===== config.mk =====
export PLATFORM = sky130hd
export DESIGN_NAME = y_ctrl_fsm
export DESIGN_NICKNAME = d
export VERILOG_FILES = /design/src/rtl/y_ctrl_fsm.sv
export SDC_FILE = /design/constraint.sdc
export NUM_CORES = 1
export LEC_CHECK = 0
export ABC_AREA = 1
export BUFFER_PORTS_ARGS = -buffer_cell sky130_fd_sc_hd__buf_2
export CORE_ASPECT_RATIO = 2
export CORE_MARGIN = 2
export CORE_UTILIZATION = 25
export DETAILED_ROUTE_END_ITERATION = 6
export GPL_TIMING_DRIVEN = 1
export PLACE_DENSITY = 0.52
export SLEW_MARGIN = 5
export SYNTH_ARGS = -nofsm -noshare
export SYNTH_HDL_FRONTEND = slang
export SYNTH_SLANG_ARGS = --single-unit

===== constraint.sdc =====
create_clock -name clk -period 1.23 [get_ports clk]
set_input_delay 0.123 -clock clk [delete_from_list [all_inputs] [get_ports clk]]
set_output_delay 0.123 -clock clk [all_outputs]
set_load 0.05 [all_outputs]

===== src/rtl/y_ctrl_fsm.sv =====
// y_ctrl_fsm: multi-cycle MIPS control FSM (IDLE/DECODE/EXEC/MEM/WB).
// Ports: clk, reset (async, active-high); ins/ins_valid/ins_ready instruction
// handshake; zero ALU flag (used in EXEC); op ALU operation; reg_write, alu_src,
// reg_dst, mem_read, mem_write, mem2reg datapath controls; pc_en/pc_sel PC
// commit; busy (state != IDLE); illegal trap pulse only with
// Y_CTRL_ILLEGAL_TRAP_EN defined (otherwise unsupported instructions run as NOP).
module y_ctrl_fsm (
  input  logic        clk,
  input  logic        reset,
  input  logic [31:0] ins,
  input  logic        ins_valid,
  output logic        ins_ready,
  input  logic        zero,
  output logic [2:0]  op,
  output logic        reg_write,
  output logic        alu_src,
  output logic        reg_dst,
  output logic        mem_read,
  output logic        mem_write,
  output logic        mem2reg,
  output logic        pc_en,
  output logic [1:0]  pc_sel,
  output logic        busy
`ifdef Y_CTRL_ILLEGAL_TRAP_EN
  ,
  output logic        illegal
`endif
);
  localparam logic [2:0] S_IDLE = 3'd0;
  localparam logic [2:0] S_DECODE = 3'd1;
  localparam logic [2:0] S_EXEC = 3'd2;
  localparam logic [2:0] S_MEM = 3'd3;
  localparam logic [2:0] S_WB = 3'd4;
  localparam logic [2:0] C_ALU = 3'd0;
  localparam logic [2:0] C_ADDI = 3'd1;
  localparam logic [2:0] C_LW = 3'd2;
  localparam logic [2:0] C_SW = 3'd3;
  localparam logic [2:0] C_BEQ = 3'd4;
  localparam logic [2:0] C_J = 3'd5;
  localparam logic [2:0] C_BAD = 3'd6;
  logic [2:0] state_q, state_d;
  logic [5:0] opc_q, opc_d, fn_q, fn_d;
  logic [2:0] cls, alu_op;
  logic       accept, in_dec, in_exec, in_mem, in_wb;
  logic       unused_ins;
  // only opcode and funct steer control; register/immediate fields pass by
  assign unused_ins = ^ins[25:6];
  assign accept = ins_ready & ins_valid;
  assign opc_d = accept ? ins[31:26] : opc_q;
  assign fn_d = accept ? ins[5:0] : fn_q;
  always_ff @(posedge clk or posedge reset) begin
    if (reset) begin
      state_q <= S_IDLE;
      opc_q <= 6'd0;
      fn_q <= 6'd0;
    end else begin
      state_q <= state_d;
      opc_q <= opc_d;
      fn_q <= fn_d;
    end
  end
  // decoded straight from the captured word so op is valid already in DECODE
  // and stays put until the next accept; the reset word 0 decodes as C_BAD/000
  always_comb begin
    cls = C_BAD;
    alu_op = 3'b000;
    case (opc_q)
      6'h00: begin
        case (fn_q)
          6'h20: begin cls = C_ALU; alu_op = 3'b010; end
          6'h22: begin cls = C_ALU; alu_op = 3'b110; end
          6'h24: begin cls = C_ALU; alu_op = 3'b000; end
          6'h25: begin cls = C_ALU; alu_op = 3'b001; end
          6'h2A: begin cls = C_ALU; alu_op = 3'b111; end
          default: cls = C_BAD;
        endcase
      end
      6'h08: begin cls = C_ADDI; alu_op = 3'b010; end
      6'h23: begin cls = C_LW; alu_op = 3'b010; end
      6'h2B: begin cls = C_SW; alu_op = 3'b010; end
      6'h04: begin cls = C_BEQ; alu_op = 3'b110; end
      6'h02: cls = C_J;
      default: cls = C_BAD;
    endcase
  end
  always_comb begin
    state_d = S_IDLE;
    case (state_q)
      S_IDLE: state_d = ins_valid ? S_DECODE : S_IDLE;
`ifdef Y_CTRL_ILLEGAL_TRAP_EN
      S_DECODE: state_d = (cls == C_BAD) ? S_IDLE : S_EXEC;
`else
      S_DECODE: state_d = S_EXEC;
`endif
      S_EXEC: state_d = (cls == C_BEQ || cls == C_J) ? S_IDLE :
                        (cls == C_LW || cls == C_SW) ? S_MEM : S_WB;
      S_MEM: state_d = (cls == C_LW) ? S_WB : S_IDLE;
      default: state_d = S_IDLE;
    endcase
  end
  assign in_dec = state_q == S_DECODE;
  assign in_exec = state_q == S_EXEC;
  assign in_mem = state_q == S_MEM;
  assign in_wb = state_q == S_WB;
  assign ins_ready = state_q == S_IDLE;
  assign busy = ~ins_ready;
  assign op = alu_op;
  assign reg_dst = busy & (cls == C_ALU);
  assign alu_src = busy & (cls == C_ADDI || cls == C_LW || cls == C_SW);
  assign mem2reg = busy & (cls == C_LW);
  assign mem_read = in_mem & (cls == C_LW);
  assign mem_write = in_mem & (cls == C_SW);
  // unsupported words reaching WB (NOP build) still commit PC+4 but never write
  assign reg_write = in_wb & (cls != C_BAD);
  assign pc_en = in_wb | mem_write | (in_exec & (cls == C_BEQ || cls == C_J));
  assign pc_sel = (in_exec & cls == C_J) ? 2'b10 :
                  (in_exec & cls == C_BEQ & zero) ? 2'b01 : 2'b00;
`ifdef Y_CTRL_ILLEGAL_TRAP_EN
  assign illegal = in_dec & (cls == C_BAD);
`else
  logic unused_dec;
  assign unused_dec = in_dec;
`endif
endmodule


==> results of run 1 <==
-- metrics by stage --
step / utilization / setup TNS [ns] / power, uW / instance area (um2)
4_1_cts: 0.4943 / -6.581 / 4098 / 1783
3_3_place_gp: 0.4128 / -4.343 / 3156 / 1489
6_report: 0.5758 / -8.206 / 4820 / 2077
3_5_place_dp: 0.4128 / -4.942 / 3212 / 1489
2_1_floorplan: - / -2.944 / 2320 / 1065
5_1_grt: 0.5758 / -10.02 / 5114 / 2077
-- worst paths after layout --
path | cells after the start | slack, ns | end | from
worst max-delay path | 11 | -0.67 | reg_write | opc_q[2]
worst min register to register | 1 | 0.54 | state_q[1] | state_q[1]
min in group asynchronous | 3 | 0.48 | state_q[0] | reset
worst min-delay path | 2 | 0.11 | fn_q[1] | ins[1]
max in group asynchronous | 3 | 0.33 | opc_q[5] | reset
worst max register to register | 7 | -0.22 | state_q[2] | opc_q[4]
-- layer usage --
layer | share of wire | up-vias | global-route usage | wire (um)
li1 | - | 551 | - | -
met1 | 0.32 | 503 | 0.1516 | 952
met2 | 0.61 | 36 | 0.2590 | 1821
met3 | 0.027 | 11 | 0.01400 | 82
met4 | 0.046 | 0 | 0.06250 | 138
met5 | 0 | - | 0 | 0
-- timing repair --
item | CTS | global route
gates resized for setup | 60 | 57
cloned | 0 | 1
setup buffers | 5 | 6
hold buffers | 1 | 0
hold endpoints to repair | 15 | 0
endpoints found under the setup margin | 27 | 27
pin swaps | 8 | 11
-- where the power goes --
part | switching [uW] | internal (uW)
registers | 231 | 737
logic | 1750 | 1700
clock network | 170 | 229
total | 2160 | 2660
-- registers in the layout, summed over array words and instances, names as in the netlist --
name	cells
fn_q	6
opc_q	6
state_q	3
-- worst max-delay path: stages (launching register included) --
cell        delay [ns]
dfrtp_1           0.42
nor2_2            0.13
inv_2             0.08
nor2_4            0.18
nand2_2           0.08
nor2_4            0.11
inv_2             0.04
nand2_2           0.08
nand3_1           0.09
nand2_2           0.09
clkinvlp_4        0.08
buf_6             0.15
-- kinds of logic (layout without fill, tap and decap cells) --
family	after synthesis	after routing	synth area share
AND/OR/NAND/NOR	68	68	0.3588
buffers and inverters	29	103	0.1218
AO/OA/AOI/OAI	15	15	0.09370
flip-flops	15	15	0.4016
multiplexers	2	2	0.02409
-- Yosys cell counts (all sizes together) (2+ instances only) --
cell type | count | area share
nor2 | 29 | 0.16
inv | 27 | 0.11
nand2 | 21 | 0.095
dfrtp | 15 | 0.40
a21oi | 11 | 0.063
nand3 | 9 | 0.048
nor3 | 5 | 0.032
buf | 2 | 0.013
mux2 | 2 | 0.024
nand4 | 2 | 0.013
o31ai | 2 | 0.016
-- final cells by class --
| class | count | area (um2) |
|---|---|---|
| flip-flops and latches | 15 | 376.6 |
| well taps | 49 | 61.31 |
| fillers | 323 | 1530 |
| multi-input cells | 85 | 775.7 |
| repair buffers | 72 | 696.9 |
| inverters | 27 | 121.4 |
| clock buffers | 4 | 45.04 |
==> flow_metrics.tcl, run 1 <==
set metrics [dict create \
    async_reset_ff_frac 1.000 \
    nNetsFinal 240 \
    fin_cells 252 \
    startpoint_type "flip-flop" \
    synth_area_um2 934.6 \
    wl_per_cell_um 11.88 \
    drive_gt1_frac 0.7094 \
    cp-end-kind "output port" \
    synth-edff-count 0 \
    grt_overflow_total 0 \
    critical_path_arrival_ns 1.78 \
    ios 50 \
    ys_types 23 \
    place.gp.congestion 0.8372 \
    crit_fanout 3 \
    core_region_area_mm2 0.003607 \
    fmax_ghz 0.5258 \
    seq_area_frac_synth 0.4016 \
    htreeDepth 1 \
    synth_nets 165 \
    cts_tree "done" \
    die-width_um 47.24 \
    cellPowerDensity_mw_per_mm2 2321 \
    fin_crit_ns 1.902 \
    numCtsBuffers 3 \
    slew_headroom 0.6081 \
    grt_max_degree 16 \
    drv_slew 0 \
    final_common_cell "buf_4" \
    clock_latency_ns 0.25 \
    worst_slack_ns -0.6720 \
    die_h_um 90.47 \
    drt-vias-per-instance 4.369 \
    placementRows 31 \
    drt_wl_total_um 2994 \
    cts-root-buf "clkbuf_8" \
    first_pass_iters 5 \
    ys_seq_elements 15 \
    placedCellCount 237 \
    n_antenna_cell 0 \
    finalHoldViolCount 0 \
    skew_ns 0.002405 \
    dieArea_mm2 0.004273 \
    antenna_found_initial 0 \
    violations "setup timing" \
    start_util 0.2591 \
    num_vias 1101 \
    report.final.setup_viol 27 \
    syn_inst 129 \
    max-clock-path-buffers 2 \
    yosysWarnings 0 \
    drtIter0Drc 20 \
    grt_pass1_wl_um 4519 \
    preCtsSetupSlack_ns -0.4706 \
    antenna_left 0 \
    hold_path_class "input port to flip-flop" \
    area.growth.synth_to_final_pct 122.2 \
    rsz0062_at_grt "yes" \
    maxCapViolations 0 \
    cp_data_required_time_ns 1.11 \
    clock_sinks 15 \
    vdd_ir_drop_max_mv 1.221 \
    period_share 1.546 \
    avgSynthCellArea_um2 7.245 \
    io_buffers 29 \
    cts.clk_slew.worst_paths_ns 0.06 \
    grt_usage 0.1435 \
    synth_ff_type "dfrtp_1" \
    final_cell_mix "buf_4, nor2_4, buf_6" \
    outcome "finished, violations left" \
    tightest_slew_ns 0.5872 \
    crit_type "flip-flop to output port" \
    hold_slack_ns 0.1132 \
    drc_errors 0 \
    power.leakage_uw 0.0009685 \
    hpwlAfterDp_um 2122 \
    grt_pass1_vias 1068 \
]
Note: power is estimated with default switching activity, not from simulation.
==> run 2, diff against run 1 <==
- CTS_BUF_LIST: unset -> sky130_fd_sc_hd__clkbuf_8
==> run 2 against run 1 <==
Net effect: the run still ends with setup timing left; sequential cell count is the same; clock skew grew 0.00094 ns; sequential share of layout area up 0.055 points; global-route usage unchanged; die area is the same; critical endpoint unchanged; largest cell class unchanged.
==> flow_metrics.tcl, run 2 (same netlist as run 1, synthesis figures left out) <==
set metrics [dict create \
    outcome "finished, violations left" \
    violations "setup timing" \
    power.leakage_uw 0.0009702 \
    grt_pass1_vias 1068 \
    die_h_um 90.47 \
    reg_top3 "fn_q: 6 flops, opc_q: 6 flops, state_q: 3 flops" \
    io_buffers 29 \
    n_antenna_cell 0 \
    holdPathEnd "fn_q[1]" \
    slew_headroom 0.6108 \
    drt_wl_total_um 2995 \
    cp-end-kind "output port" \
    crit_type "flip-flop to output port" \
    hpwlAfterDp_um 2122 \
    placementRows 31 \
    ios 50 \
    preCtsSetupSlack_ns -0.4706 \
    wl_per_cell_um 11.88 \
    slowest_stage "dfrtp_1" \
    r2r_end "state_q[2]" \
    drt-vias-per-instance 4.381 \
    final_cell_mix "buf_4, nor2_4, buf_6" \
    placedCellCount 237 \
    report.final.setup_viol 27 \
    drv_slew 0 \
    tightest_slew_ns 0.5831 \
    reg2reg_slack_ns -0.22 \
    reg2reg_from "opc_q[4]" \
    tns_ns -8.207 \
    dieArea_mm2 0.004273 \
    antenna_left 0 \
    grt_usage 0.1435 \
    startpoint_type "flip-flop" \
    fin_crit_ns 1.903 \
    r2r_cells 7 \
    first_pass_iters 4 \
    critical_path_arrival_ns 1.78 \
    place.gp.congestion 0.8372 \
    drtIter0Drc 20 \
    drc_errors 0 \
    fin_cells 252 \
    cellPowerDensity_mw_per_mm2 2314 \
    cts.clk_slew.worst_paths_ns 0.06 \
    finalHoldViolCount 0 \
    hp-start "ins[1]" \
    clock_latency_ns 0.25 \
    cts_tree "done" \
    crit_fanout 3 \
    cp_data_required_time_ns 1.11 \
    critical_path.max_stage_delay_ns 0.42 \
    maxCapViolations 0 \
    cp_common_cell "nand2_2" \
    die-width_um 47.24 \
    worstPathCellList "nor2_2, inv_2, nor2_4, nand2_2, nor2_4, inv_2, nand2_2, nand3_1, nand2_2, clkinvlp_4, buf_6" \
    cts-root-buf "clkbuf_8" \
    htreeDepth 1 \
    power_uw 4792 \
    start_util 0.2591 \
    vdd_ir_drop_max_mv 1.217 \
    num_vias 1104 \
    clock_sinks 15 \
    worst_slack_ns -0.6735 \
    grt_max_degree 16 \
    area.growth.synth_to_final_pct 121.6 \
    skew_ns 0.003343 \
    rsz0062_at_grt "yes" \
    drive_gt1_frac 0.7094 \
    nNetsFinal 240 \
    max-clock-path-buffers 2 \
    grt_pass1_wl_um 4519 \
    final_common_cell "buf_4" \
    hold_path_class "input port to flip-flop" \
    grt_overflow_total 0 \
    antenna_found_initial 0 \
    min_path_cells 2 \
    period_share 1.548 \
    core_region_area_mm2 0.003607 \
    fmax_ghz 0.5254 \
    numCtsBuffers 3 \
    crit_start "opc_q[2]" \
]
## run 2: how the worst max path moves through the flow
stage	cells after the start	slack [ns]	to
finish	11	-0.67	reg_write
global route	11	-0.76	reg_write
CTS	11	-0.64	reg_write
detailed placement	11	-0.47	reg_write
global placement	11	-0.43	reg_write
floorplan	7	-0.37	reg_dst
## run 2: power breakdown
group,internal (uW),switching (uW)
sequential,737,232
clock,221,169
combinational,1690,1740
## run 2: cell type report
| type | count | area, um2 |
|---|---|---|
| Clock buffer | 3 | 41.29 |
| Clock inverter | 1 | 3.754 |
| Fill cell | 324 | 1536 |
| Inverter | 27 | 121.4 |
| Multi-Input combinational cell | 85 | 769.5 |
| Sequential cell | 15 | 376.6 |
| Tap cell | 49 | 61.31 |
| Timing Repair Buffer | 72 | 696.9 |
## run 2: stage by stage
stage                     area [um2]  hold slack [ns]    util
after CTS                       1783           0.1119  0.4943
after global placement          1489           0.1995  0.4128
final                           2071           0.1132  0.5741
after floorplan                 1065          0.02448       -
after detailed placement        1489           0.2258  0.4128
after global routing            2071           0.1091  0.5741
## run 2: worst max-delay path, delay by kind of cell (launching register included)
| kind | cells | cell delay, ns |
|---|---|---|
| buffers and inverters | 4 | 0.35 |
| flip-flops | 1 | 0.42 |
| AND/OR/NAND/NOR | 7 | 0.76 |
## run 2: routing by layer
layer	share of wire	global-route usage	vias up
met4	0.046	0.06250	0
li1	-	-	551
met1	0.32	0.1516	506
met3	0.027	0.01400	11
met5	0	0	-
met2	0.61	0.2590	36
## run 2: what timing repair did
action,CTS,global route
resized for setup,60,56
hold buffers,1,0
pin swaps,8,11
setup endpoints to repair,27,27
cloned,0,1
hold endpoints to repair,15,0
setup buffers,5,6
